File: config.mk
export PLATFORM = sky130hd
export DESIGN_NAME = tag_stream_unpacker
export DESIGN_NICKNAME = d
export VERILOG_FILES = /design/src/rtl/tag_stream_unpacker.sv
export SDC_FILE = /design/constraint.sdc
export NUM_CORES = 1
export LEC_CHECK = 0
export BUFFER_PORTS_ARGS = -buffer_cell sky130_fd_sc_hd__buf_2
export CAP_MARGIN = 30
export CORE_ASPECT_RATIO = 0.7
export CORE_UTILIZATION = 45
export DETAILED_ROUTE_END_ITERATION = 16
export HOLD_SLACK_MARGIN = 0.03
export PLACE_DENSITY = 0.7
export REMOVE_ABC_BUFFERS = 1
export SKIP_LAST_GASP = 1
export SLEW_MARGIN = 40
export SYNTH_ARGS = -nofsm -noshare
export SYNTH_HDL_FRONTEND = slang
export SYNTH_SLANG_ARGS = --single-unit
File: constraint.sdc
create_clock -name clk -period 5 [get_ports clk]
set_input_delay 0.25 -clock clk [delete_from_list [all_inputs] [get_ports clk]]
set_output_delay 0.25 -clock clk [all_outputs]
set_load 0.02 [all_outputs]
File: src/rtl/tag_stream_unpacker.sv
`default_nettype none
// ============================================================================
// Module   : tag_stream_unpacker
// Purpose  : Receiving end of the time-tag AXI stream. Accepts WORD_WIDTH-slot
//            beats (tkeep-masked tags) and serialises them to one decoded tag
//            per cycle for per-channel measurement blocks. The signed channel
//            field is split into a zero-based index and an edge polarity.
//            Slots whose channel is 0 are dropped and counted.
// Ports    : clk, rst_n (async, active low)
//            s_tvalid/s_tready/s_tkeep/s_tagtime/s_channel/s_lowest_time_bound
//                 - input beat stream
//            m_tvalid/m_tready/m_tagtime/m_channel_idx/m_rising
//                 - decoded tag stream, registered outputs
//            m_lowest_time_bound - monotonic bound valid for all future m_ tags
//            invalid_cnt         - saturating count of channel==0 tags dropped
// Options  : TAG_ORDER_CHECK_EN adds order_err (sticky) and order_err_cnt
//            (saturating) that flag tags emitted out of time order.
// Revision : 1.0 - initial release
// ============================================================================
module tag_stream_unpacker #(
    parameter int WORD_WIDTH    = 4,
    parameter int TIME_WIDTH    = 64,
    parameter int CHANNEL_WIDTH = 8
) (
    input  logic                                clk,
    input  logic                                rst_n,
    input  logic                                s_tvalid,
    output logic                                s_tready,
    input  logic [WORD_WIDTH-1:0]               s_tkeep,
    input  logic [WORD_WIDTH*TIME_WIDTH-1:0]    s_tagtime,
    input  logic [WORD_WIDTH*CHANNEL_WIDTH-1:0] s_channel,
    input  logic [TIME_WIDTH-1:0]               s_lowest_time_bound,
    output logic                                m_tvalid,
    input  logic                                m_tready,
    output logic [TIME_WIDTH-1:0]               m_tagtime,
    output logic [CHANNEL_WIDTH-2:0]            m_channel_idx,
    output logic                                m_rising,
    output logic [TIME_WIDTH-1:0]               m_lowest_time_bound,
    output logic [15:0]                         invalid_cnt
`ifdef TAG_ORDER_CHECK_EN
    ,
    output logic                                order_err,
    output logic [15:0]                         order_err_cnt
`endif
);

    localparam int c_CNT_W = $clog2(WORD_WIDTH + 1);

    typedef enum logic [0:0] {
        ST_EMPTY = 1'b0,
        ST_DRAIN = 1'b1
    } state_t;

    state_t                             r_state;
    logic                               r_ready_en;
    // Remaining mask: valid-channel slots of the held beat not yet handshaken,
    // including the slot currently presented on m_.
    logic [WORD_WIDTH-1:0]              r_rem;
    logic [WORD_WIDTH*TIME_WIDTH-1:0]   r_time;
    logic [WORD_WIDTH*CHANNEL_WIDTH-1:0] r_chan;
    logic [TIME_WIDTH-1:0]              r_bound_pending;

    logic                               w_hs;
    logic [WORD_WIDTH-1:0]              w_rem_after;
    logic                               w_accept;
    logic [WORD_WIDTH-1:0]              w_in_mask;
    logic [c_CNT_W-1:0]                 w_inv_n;
    logic [16:0]                        w_inv_sum;
    logic [WORD_WIDTH-1:0]              w_src_mask;
    logic [WORD_WIDTH*TIME_WIDTH-1:0]   w_src_time;
    logic [WORD_WIDTH*CHANNEL_WIDTH-1:0] w_src_chan;
    logic [TIME_WIDTH-1:0]              w_sel_time;
    logic [CHANNEL_WIDTH-1:0]           w_sel_chan;
    logic [CHANNEL_WIDTH-1:0]           w_chan_m1;
    logic                               w_sel_rising;
    logic [CHANNEL_WIDTH-2:0]           w_sel_idx;
    logic                               w_last_hs;
    logic                               w_empty_accept;
    logic [TIME_WIDTH-1:0]              w_bound_next;

    assign m_tvalid    = (r_state == ST_DRAIN);
    assign w_hs        = m_tvalid & m_tready;
    // Clearing the lowest set bit retires the tag currently on m_.
    assign w_rem_after = w_hs ? (r_rem & (r_rem - WORD_WIDTH'(1))) : r_rem;
    // Ready when nothing will remain after this cycle, so a new beat can be
    // taken in the same cycle the last tag leaves (no bubble).
    assign s_tready    = r_ready_en & (w_rem_after == '0);
    assign w_accept    = s_tvalid & s_tready;

    // Channel==0 slots are stripped from the mask as the beat is taken, so the
    // remaining mask only ever holds tags that will really be emitted.
    always_comb begin
        w_in_mask = '0;
        w_inv_n   = '0;
        for (int m = 0; m < WORD_WIDTH; m++) begin
            if (s_tkeep[m]) begin
                if (s_channel[m*CHANNEL_WIDTH +: CHANNEL_WIDTH] != '0) begin
                    w_in_mask[m] = 1'b1;
                end else begin
                    w_inv_n = w_inv_n + c_CNT_W'(1);
                end
            end
        end
    end

    assign w_inv_sum  = {1'b0, invalid_cnt} + 17'(w_inv_n);

    // Next tag comes from the incoming beat when one is accepted, otherwise
    // from the held beat.
    assign w_src_mask = w_accept ? w_in_mask : w_rem_after;
    assign w_src_time = w_accept ? s_tagtime : r_time;
    assign w_src_chan = w_accept ? s_channel : r_chan;

    // Descending scan: the last hit is the lowest set slot.
    always_comb begin
        w_sel_time = '0;
        w_sel_chan = '0;
        for (int m = WORD_WIDTH - 1; m >= 0; m--) begin
            if (w_src_mask[m]) begin
                w_sel_time = w_src_time[m*TIME_WIDTH +: TIME_WIDTH];
                w_sel_chan = w_src_chan[m*CHANNEL_WIDTH +: CHANNEL_WIDTH];
            end
        end
    end

    // +(k+1) is rising edge k, -(k+1) is falling edge k; ~ch == -ch-1.
    assign w_sel_rising = ~w_sel_chan[CHANNEL_WIDTH-1];
    assign w_chan_m1    = w_sel_chan - CHANNEL_WIDTH'(1);
    assign w_sel_idx    = w_sel_rising ? w_chan_m1[CHANNEL_WIDTH-2:0]
                                       : ~w_sel_chan[CHANNEL_WIDTH-2:0];

    assign w_last_hs      = w_hs & (w_rem_after == '0);
    assign w_empty_accept = w_accept & (w_in_mask == '0);

    // The bound only ever moves upward.
    always_comb begin
        w_bound_next = m_lowest_time_bound;
        if (w_last_hs && (r_bound_pending > w_bound_next)) begin
            w_bound_next = r_bound_pending;
        end
        if (w_empty_accept && (s_lowest_time_bound > w_bound_next)) begin
            w_bound_next = s_lowest_time_bound;
        end
    end

    always_ff @(posedge clk or negedge rst_n) begin
        if (!rst_n) begin
            r_state             <= ST_EMPTY;
            r_ready_en          <= 1'b0;
            r_rem               <= '0;
            r_time              <= '0;
            r_chan              <= '0;
            r_bound_pending     <= '0;
            m_tagtime           <= '0;
            m_channel_idx       <= '0;
            m_rising            <= 1'b0;
            m_lowest_time_bound <= '0;
            invalid_cnt         <= '0;
        end else begin
            r_ready_en          <= 1'b1;
            m_lowest_time_bound <= w_bound_next;
            if (w_accept) begin
                r_time          <= s_tagtime;
                r_chan          <= s_channel;
                r_bound_pending <= s_lowest_time_bound;
                invalid_cnt     <= w_inv_sum[16] ? 16'hFFFF : w_inv_sum[15:0];
            end
            if (w_accept || w_hs) begin
                r_rem   <= w_src_mask;
                r_state <= (w_src_mask != '0) ? ST_DRAIN : ST_EMPTY;
                if (w_src_mask != '0) begin
                    m_tagtime     <= w_sel_time;
                    m_channel_idx <= w_sel_idx;
                    m_rising      <= w_sel_rising;
                end
            end
        end
    end

`ifdef TAG_ORDER_CHECK_EN
    logic [TIME_WIDTH-1:0] r_prev_time;
    logic                  r_have_prev;
    logic                  w_order_bad;

    // Checked on the emitting handshake; the tag itself is forwarded as is.
    assign w_order_bad = w_hs & ((r_have_prev & (m_tagtime < r_prev_time)) |
                                 (m_tagtime < m_lowest_time_bound));

    always_ff @(posedge clk or negedge rst_n) begin
        if (!rst_n) begin
            r_prev_time   <= '0;
            r_have_prev   <= 1'b0;
            order_err     <= 1'b0;
            order_err_cnt <= '0;
        end else begin
            if (w_hs) begin
                r_prev_time <= m_tagtime;
                r_have_prev <= 1'b1;
            end
            if (w_order_bad) begin
                order_err <= 1'b1;
                if (order_err_cnt != 16'hFFFF) begin
                    order_err_cnt <= order_err_cnt + 16'd1;
                end
            end
        end
    end
`else
    // Order checking not built: no extra ports or comparators.
`endif

endmodule
`default_nettype wire
# ---- After elaboration in Yosys (flattened, before gate mapping)
# Index checks and enable logic that the tools add are counted.
dict set report totals {
  regBits 510
  latch_bits 0
  ram_bits 0
  mem_bits_ro 0
  inputBits 360
  output_inout_bits 154
  memories 0
}
dict set report classes {
  addsub 6
  mul 0
  div_mod_pow 0
  n_lt_le_gt_ge 2
  n_eq_ne 0
  shift 0
  mux 33
  bitwise_logic 8
  n_reduce_logical 11
}
# operator n
set ops {}
lappend ops {{2-to-1 mux 64 bit} 6}
lappend ops {{2-to-1 mux 256 bit} 1}
lappend ops {{> comparator 64 bit} 2}
lappend ops {{2-to-1 mux 32 bit} 1}
lappend ops {{2-to-1 mux 8 bit} 4}
lappend ops {{nonzero test 8 bit} 4}
lappend ops {{2-to-1 mux 3 bit} 7}
lappend ops {{adder 16 x 3 -> 17 bit} 1}
lappend ops {{2-to-1 mux 16 bit} 1}
lappend ops {{2-to-1 mux 1 bit} 10}
lappend ops {{adder 3 x 1 -> 3 bit (second input constant)} 3}
lappend ops {{logical NOT 4 bit} 2}
lappend ops {{2-to-1 mux 4 bit} 2}
lappend ops {{2-to-1 mux 7 bit} 1}
lappend ops {{NOT 7 bit} 1}
lappend ops {{subtractor 7 x 1 -> 7 bit (second input constant)} 1}
lappend ops {{AND 1 bit} 5}
lappend ops {{AND 4 bit} 1}
lappend ops {{nonzero test 4 bit} 1}
lappend ops {{subtractor 4 x 1 -> 4 bit (second input constant)} 1}
lappend ops {{logical AND 1 bit} 2}
lappend ops {{AND reduction 2 bit} 1}
lappend ops {{logical OR 1 bit} 1}
lappend ops {{NOT 1 bit} 1}

# ---- Depth between registers and ports, before layout
# Gate-level depths: netlist (run 1).
dict set report depth {
  depth_word 14
  depth_mapped 26
  ltp_nobuf 22
}

# ---- Least setup slack after synthesis (run 1)
# Ideal clock, no wire load.
dict set report synth_timing {
  path_kind {register -> register}
  from {register m_lowest_time_bound[33]}
  to {register m_lowest_time_bound[43]}
  t_arrival_ns 5.309
  required_ns 4.867
  slack_ns -0.442
  stages_incl_launch_ff 26
  n_path_buf 5
  synth_period_minus_slack_ns 5.442
  cell_sequence {dfrtp_1 -> inv_1 -> ha_1 -> nand4_1 -> or2_2 -> nor3_1 -> nand2_1 -> or4_1 -> nand2b_1 -> a41oi_1 -> buf_2 -> buf_4 -> mux2i_1 -> ha_1 -> a21o_1 -> a21o_1 -> a21o_1 -> a211oi_1 -> o21bai_1 -> a21oi_1 -> o211ai_1 -> o311ai_0 -> clkbuf_1 -> buf_2 -> clkbuf_1 -> a21oi_1}
}
dict set report synth_between {
  elab_chain_cells 6
}
# item line_no
set synth_rtl {}
lappend synth_rtl {{start, declared} 38} ;# output logic [TIME_WIDTH-1:0] m_lowest_time_bound,
lappend synth_rtl {{start signal, assigned} 161} ;# m_lowest_time_bound <= w_bound_next;
lappend synth_rtl {{> comparator 64 bit} 138} ;# if (w_last_hs && (r_bound_pending > w_bound_next)) begin
lappend synth_rtl {{logical AND 1 bit} 138}
lappend synth_rtl {{2-to-1 mux 64 bit (*)} 138}
lappend synth_rtl {{> comparator 64 bit} 141} ;# if (w_empty_accept && (s_lowest_time_bound > w_bound_next)) begin
lappend synth_rtl {{logical AND 1 bit} 141}
lappend synth_rtl {{2-to-1 mux 64 bit (*)} 141}
lappend synth_rtl {{named net w_bound_next[43]} 79} ;# logic [TIME_WIDTH-1:0] w_bound_next;
# The timed path passes the listed nets; every way through them passes the cells marked *.
# A chain may end at the register's enable or synchronous reset.

# ---- Final worst setup path (run 1)
dict set report layout_timing {
  from {register m_lowest_time_bound[47]}
  to {register m_lowest_time_bound[24]}
}
# The elaborated chain is that of the path after synthesis.

==> results.md, run 1 <==
* Status: finished with violations
* Failing checks: negative setup slack
* Critical Path AT at 6.06 ns
* Final TNS setup at -33.58 ns
* Reg-to-reg critical path startpoint: m_lowest_time_bound[47]
* Hold Fails Final Rpt at 0
* Setup repair after global routing missed its margin: true
* CP startpoint kind: register
* Chip Width at 284.4 um
* Sequential area share after synthesis at 50.80%
* Number of max-cap violations at 0
* Synth cell types at 73
* Final setup fails at 64
* Largest net degree at the start of global routing at 186
* Inst Count DP at 4122
* Synth top area cells: dfrtp_1, nand2_1, ha_1
* Power per Cell Area at about 640 mW/mm^2
* WHS Endpoint: r_chan[18]
* Drt pass-1 iters at 6
* DRT iter0 DRCs at 2076
* Fmax at 178.3 MHz
* YS warnings at 0
* Tcrit/Tclk final at 112.1%
* R2R Path End: m_lowest_time_bound[24]
* Clk slew on worst S/H paths at 0.06 ns
* Detailed placement HPWL at 54.72 mm
* Cell mode on critical path: buf_12
* Port Buffers at 513
* Final worst slack at -0.6074 ns
* Post-DRT Antenna Nets at 0
* Kind of critical path: register to register
* Layout Nets at approximately 4300
* Beginning of the worst hold path: s_tvalid
* Sink Count at 510
* Crit. End Element: register
* First-pass GRT wire length at 136.3 mm
* Final wirelength at 89.93 mm
* Most frequent cell after synthesis: nand2_1
* Mapped Cells at 2818
* CTS H-tree lvls at 2
* Vias at 25330
* Synth cell count leaders: nand2_1, dfrtp_1, nor2_1, ha_1, a21oi_1
* GR Util All Layers at 30.09%
* Clock latency on the worst-skew pair at 0.60 ns
* Die area at 0.05679 mm^2
* Starting Density at 45.50%
* Vias in the first global route at 25000
* Wire per inst at 19.49 um
* Req. time, crit path at 5.45 ns
* Hold Path Stages at 4
* Largest area contributor in the netlist: dfrtp_1
* CP max stage delay at 0.44 ns
* Worst Skew at approximately 0.021 ns
* CP max-delay cell: or4_4
* Area share of the largest cell type after synthesis at 50.80%
* Boundary Pins at between 500 and 600
* TritonCTS clock tree: yes
* Worst-case reg-to-reg path depth at 28
* Post-Syn Area per Cell at around 9 um^2
* Normalized max-slew margin at a little under two fifths
* Number of synthesized flops with an enable pin at 0
* Area Overhead vs Synth at 43.04%
* Worst-margin pin slew at 0.9281 ns
* Synth Register Bits at 510
* Vias/cell at 5.490
* Fin util at 65.08%
* Post-layout minimum cycle time at 5.607 ns
* Fraction of registers with async set/reset at 100.0%
* Root buffer cell: clkbuf_16
* Clock Tree Buf Depth at 3
* Area occupied by multi-input gates at 0.01192 mm^2
* Initial antenna violation count at 5
* Leakage at 18.20 nW
* Overflow after GRT at 0
* Remaining DRCs at 0
* Final Non-Filler Cells at 4614
* Flop2flop setup slack at -0.61 ns
* Share of post-route cells with drive strength above 1 at 25.15%
* Worst-path fanout max at 8
* Worst VDD drop at ~0.42 mV
* Synthesized area at 0.02512 mm^2
* Core area at 0.05522 mm^2
* Hold WC Path Type: input port to register
* Total CTS buffers at 50
* Fillers at 4135
* Max-slew violations at 0
* Final Wtd Congestion at 0.9456
* Chip Height at 199.7 um
* Reg area at 0.01276 mm^2
* Num rows at 72
* Post-synth top flop: dfrtp_1
per-stage QoR:
step	setup WS [ns]	cell area [um^2]	hold WS (ns)	total power, W
4_1_cts	-0.2319	35480	0.1080	0.02221
3_3_place_gp	-0.3817	29650	0.3089	0.01741
6_report	-0.6074	35940	0.1387	0.02292
5_1_grt	-0.7885	35930	0.1568	0.02437
2_1_floorplan	-31.81	24380	-0.04559	0.01375
3_5_place_dp	-0.6456	29660	0.3227	0.01763
cells in the final DEF, fill, tap and decap left out, types with 9 or more instances in the layout:
cell type / n
nand2_1: 1116
buf_2: 512
dfrtp_1: 510
dlygate4sd3_1: 354
buf_4: 216
nor2_1: 141
ha_1: 127
a21oi_1: 91
inv_1: 80
a31oi_1: 71
o211ai_1: 70
a221o_1: 65
clkbuf_16: 51
mux2i_1: 46
a21o_1: 29
o21ai_0: 26
nand4_1: 23
buf_12: 19
a21oi_2: 17
mux2i_2: 17
nor2_2: 17
nand3_1: 16
xnor2_1: 15
clkbuf_8: 15
clkbuf_1: 13
o21ai_1: 11
mux2_2: 11
clkinv_2: 11
nor2b_1: 10
diode_2: 9
o21a_1: 9
report_power, final:
part	total (W)	switching (W)	leakage, nW	internal, W
Combinational	0.0121	0.00718	11.0	0.00496
Clock	0.00390	0.00169	0.834	0.00221
Sequential	0.00687	0.000857	6.33	0.00602
Total	0.0229	0.00973	18.2	0.0132
cell type report:
| type | count | area share [%] |
|---|---|---|
| Antenna cell | 9 | 0.06267 |
| Clock inverter | 14 | 0.4178 |
| Sequential cell | 510 | 35.51 |
| Tap cell | 740 | 2.576 |
| Multi-Input combinational cell | 2064 | 33.16 |
| Timing Repair Buffer | 1114 | 23.12 |
| Inverter | 84 | 0.8878 |
| Clock buffer | 79 | 4.261 |
how the worst max path moves through the flow:
stage	start	end	slack, ns	cells past startpoint
final	m_lowest_time_bound[47]	m_lowest_time_bound[24]	-0.61	28
after global routing	m_lowest_time_bound[47]	m_lowest_time_bound[24]	-0.79	27
after CTS	r_bound_pending[45]	m_lowest_time_bound[0]	-0.23	24
after detailed placement	m_lowest_time_bound[55]	m_lowest_time_bound[40]	-0.65	25
after global placement	m_lowest_time_bound[51]	m_lowest_time_bound[6]	-0.38	25
after floorplan	r_rem[0]	m_lowest_time_bound[0]	-31.81	5
registers in the layout, indices dropped and copies added (netlist names):
register / count
m_lowest_time_bound: 64
m_tvalid: 1
r_ready_en: 1
invalid_cnt: 16
m_rising: 1
r_chan: 32
m_channel_idx: 7
m_tagtime: 64
r_time: 256
r_rem: 4
r_bound_pending: 64
per-layer routing:
layer  up-vias  GRT usage (%)  wire, um
met5         -              0         0
met3       358          5.388      6877
met4         0          15.47      4504
met1     12130          41.19     37540
met2      1359          45.98     41010
li1      11490              -         -
logic make-up after synthesis:
kind of cell / share of synthesized area, %
AO/OA/AOI/OAI: 12.03
AND/OR/NAND/NOR: 21.82
XOR/XNOR: 0.6624
other: 0.01493
multiplexers: 3.576
buffers and inverters: 4.218
adder cells (fa/ha/maj): 6.882
flip-flops: 50.80
worst max-delay path, delay by kind of cell (launching register included):
family	cells	cell delay, ns
and+or+nand+nor	12	2.37
adders and majority gates	2	0.44
AOI/OAI and AO/OA	5	0.83
DFF	1	0.38
buffers and inverters	8	1.13
muxes	1	0.29
repair_timing:
action                     in CTS  in global routing
pin swaps                      34                 24
hold endpoints to repair      556                  0
setup endpoints to repair      64                 64
gates resized for setup        82                 73
cloned                          1                  0
setup buffers                  25                 10
hold buffers                  354                  0
Note: power is estimated with default switching activity, not from simulation.
==> run 2, diff against run 1 <==
--- a/config.mk
+++ b/config.mk
@@ -10,2 +10,3 @@
 export CORE_ASPECT_RATIO = 0.7
+export CORE_MARGIN = 4
 export CORE_UTILIZATION = 45
--- a/constraint.sdc
+++ b/constraint.sdc
@@ -3,2 +3,2 @@
 set_output_delay 0.25 -clock clk [all_outputs]
-set_load 0.02 [all_outputs]
+set_load 0.01 [all_outputs]
==> run 2 against run 1 <==
Net effect:
- the flow still finishes with violations (negative setup slack)
- critical path depth unchanged
- maximum frequency increased by 2.7%
- register-to-register slack improved by 0.15 ns
- cell area increased by 1.1%
- sequential cell count unchanged
- worst hold slack improved by 0.028 ns
- sequential power increased by 0.7%
- die area increased by 5.2%
- clock power increased by 5.9%
- wire length increased by 5.1%
- largest cell class unchanged
==> results.md, run 2 (synthesis gave the netlist of run 1 again) <==
* CP startpoint: m_lowest_time_bound[49]
* Clock latency on the worst-skew pair at 0.62 ns
* Reg area at 0.01276 mm^2
* Largest net degree at the start of global routing at 141
* Worst-path fanout max at 12
* Post-layout minimum cycle time at 5.458 ns
* Number of max-cap violations at 0
* Chip Width at 290.4 um
* Detailed placement HPWL at 56.01 mm
* Final Wtd Congestion at 0.9263
* Setup repair after global routing missed its margin: true
* Kind of critical path: register to register
* Fillers at ~4100
* Starting Density at 45.50%
* Worst-margin pin slew at approximately 0.77 ns
* Vias/cell at 5.542
* CP max-delay cell: dfrtp_1
* Hold Slack at around 0.17 ns
* Clk slew on worst S/H paths at 0.07 ns
* DRT iter0 DRCs at around 2200
* Num rows at 72
* Tcrit/Tclk final at 109.2%
* Final wirelength at 94.49 mm
* Vias in the first global route at around 25000
* CTS H-tree lvls at 2
* Root buffer cell: clkbuf_16
* Final Non-Filler Cells at 4607
* Req. time, crit path at 5.47 ns
* GR Util All Layers at 29.74%
* Worst VDD drop at 0.4983 mV
* Max reg flops at roughly 260
* Vias at 25530
* Inst Count DP at 4110
* Core area at 0.05522 mm^2
* Top reg by flops: r_time
* Hold WC Path Type: input port to register
* Max-slew violations at 0
* Final setup fails at 64
* Total CTS buffers at 50
* Remaining DRCs at 0
* Status: finished with violations
* Drt pass-1 iters at 6
* Gr busiest metal: met2
* Die area at approximately 0.06 mm^2
* CP startpoint kind: register
* First-pass GRT wire length at 142.0 mm
* M3 GR Usage at under 10%
* Power per Cell Area at 632.1 mW/mm^2
* Share of post-route cells with drive strength above 1 at 25.90%
* Clock Tree Buf Depth at 3
* Hold Path Stages at 3
* TritonCTS clock tree: yes
* Final worst slack at -0.4578 ns
* R2R Path End: m_lowest_time_bound[26]
* Met2 Use GR at 46.23%
* Leakage at 18.31 nW
* Flop2flop setup slack at -0.46 ns
* M1 GR Usage at 39.99%
* Failing checks: negative setup slack
* Layout Nets at approximately 4300
* Port Buffers at 513
* Worst-case reg-to-reg path depth at 28
* Overflow after GRT at 0
* Most frequent cells in the layout: nand2_1, buf_2, dfrtp_1
* Chip Height at 205.7 um
* Wire per inst at around 21 um
* Normalized max-slew margin at 48.65%
* Initial antenna violation count at 8
* Hold Fails Final Rpt at 0
* Sink Count at 510
* Fmax at 183.2 MHz
* Worst Skew at ~0.033 ns
* Area occupied by multi-input gates at 0.01216 mm^2
* Critical Path AT at 5.93 ns
* CP max stage delay at 0.40 ns
* Area Overhead vs Synth at 44.56%
* Final TNS setup at -26.31 ns
* Reg-to-reg critical path startpoint: m_lowest_time_bound[49]
* Post-DRT Antenna Nets at 0
* Crit. End Element: register
* Most common cell after layout, fill and taps aside: nand2_1
* Worst Setup EP: m_lowest_time_bound[26]
* Boundary Pins at just over 500
-- run 2: cell type report --
cell class                 count  area share, %
clock inverter                14         0.7889
clock buffer                  75          4.089
timing repair buffer        1114          23.02
sequential                   510          35.14
antenna                        6        0.04134
multi-input combinational   2064          33.49
inverter                      84         0.8750
tap                          740          2.549
-- run 2: metal layers --
| layer | part of all wire, % | up-vias |
|---|---|---|
| li1 | - | 11480 |
| met1 | 40 | 12170 |
| met2 | 46 | 1472 |
| met3 | 8.3 | 408 |
| met4 | 5.4 | 6 |
| met5 | 0.038 | - |
-- run 2: per-stage QoR --
step                      utilization (%)  worst slack [ns]  power [W]  instance area, um^2
after floorplan                         -            -31.81    0.01335                24380
after global placement              53.62           -0.4189    0.01698                29610
after detailed placement            53.62           -0.5838    0.01718                29610
after CTS                           64.34           -0.3728    0.02197                35530
after global routing                65.77           -0.6779    0.02439                36320
final                               65.77           -0.4578    0.02296                36320
-- run 2: how the worst min path moves through the flow --
stage,startpoint,endpoint,slack [ns]
final,s_tkeep[3],r_rem[3],0.17
after CTS,s_tkeep[3],r_rem[3],0.12
after detailed placement,rst_n,r_time[239],0.33
after floorplan,rst_n,invalid_cnt[0],-0.05
after global routing,s_tkeep[3],r_rem[3],0.18
after global placement,rst_n,r_time[239],0.33
-- run 2: repair_timing --
item	4_1_cts	5_1_grt
cloned	4	3
hold endpoints to repair	567	0
hold buffers	354	0
pin swaps	21	41
gates resized for setup	57	131
buffers inserted	27	17
setup endpoints to repair	64	64
-- run 2: critical path: cells and delay by family (launching register included) --
kind	cells	cell delay, ns
AOI/OAI and AO/OA	10	1.99
buffers and inverters	7	1.10
muxes	1	0.15
adders and majority gates	2	0.54
DFF	1	0.40
and+or+nand+nor	8	1.15
-- run 2: report_power, final --
part | switching, W | leakage, nW | internal [W]
registers | 0.000906 | 6.33 | 0.00602
clock network | 0.00171 | 0.871 | 0.00242
logic | 0.00685 | 11.1 | 0.00505
total | 0.00947 | 18.3 | 0.0135
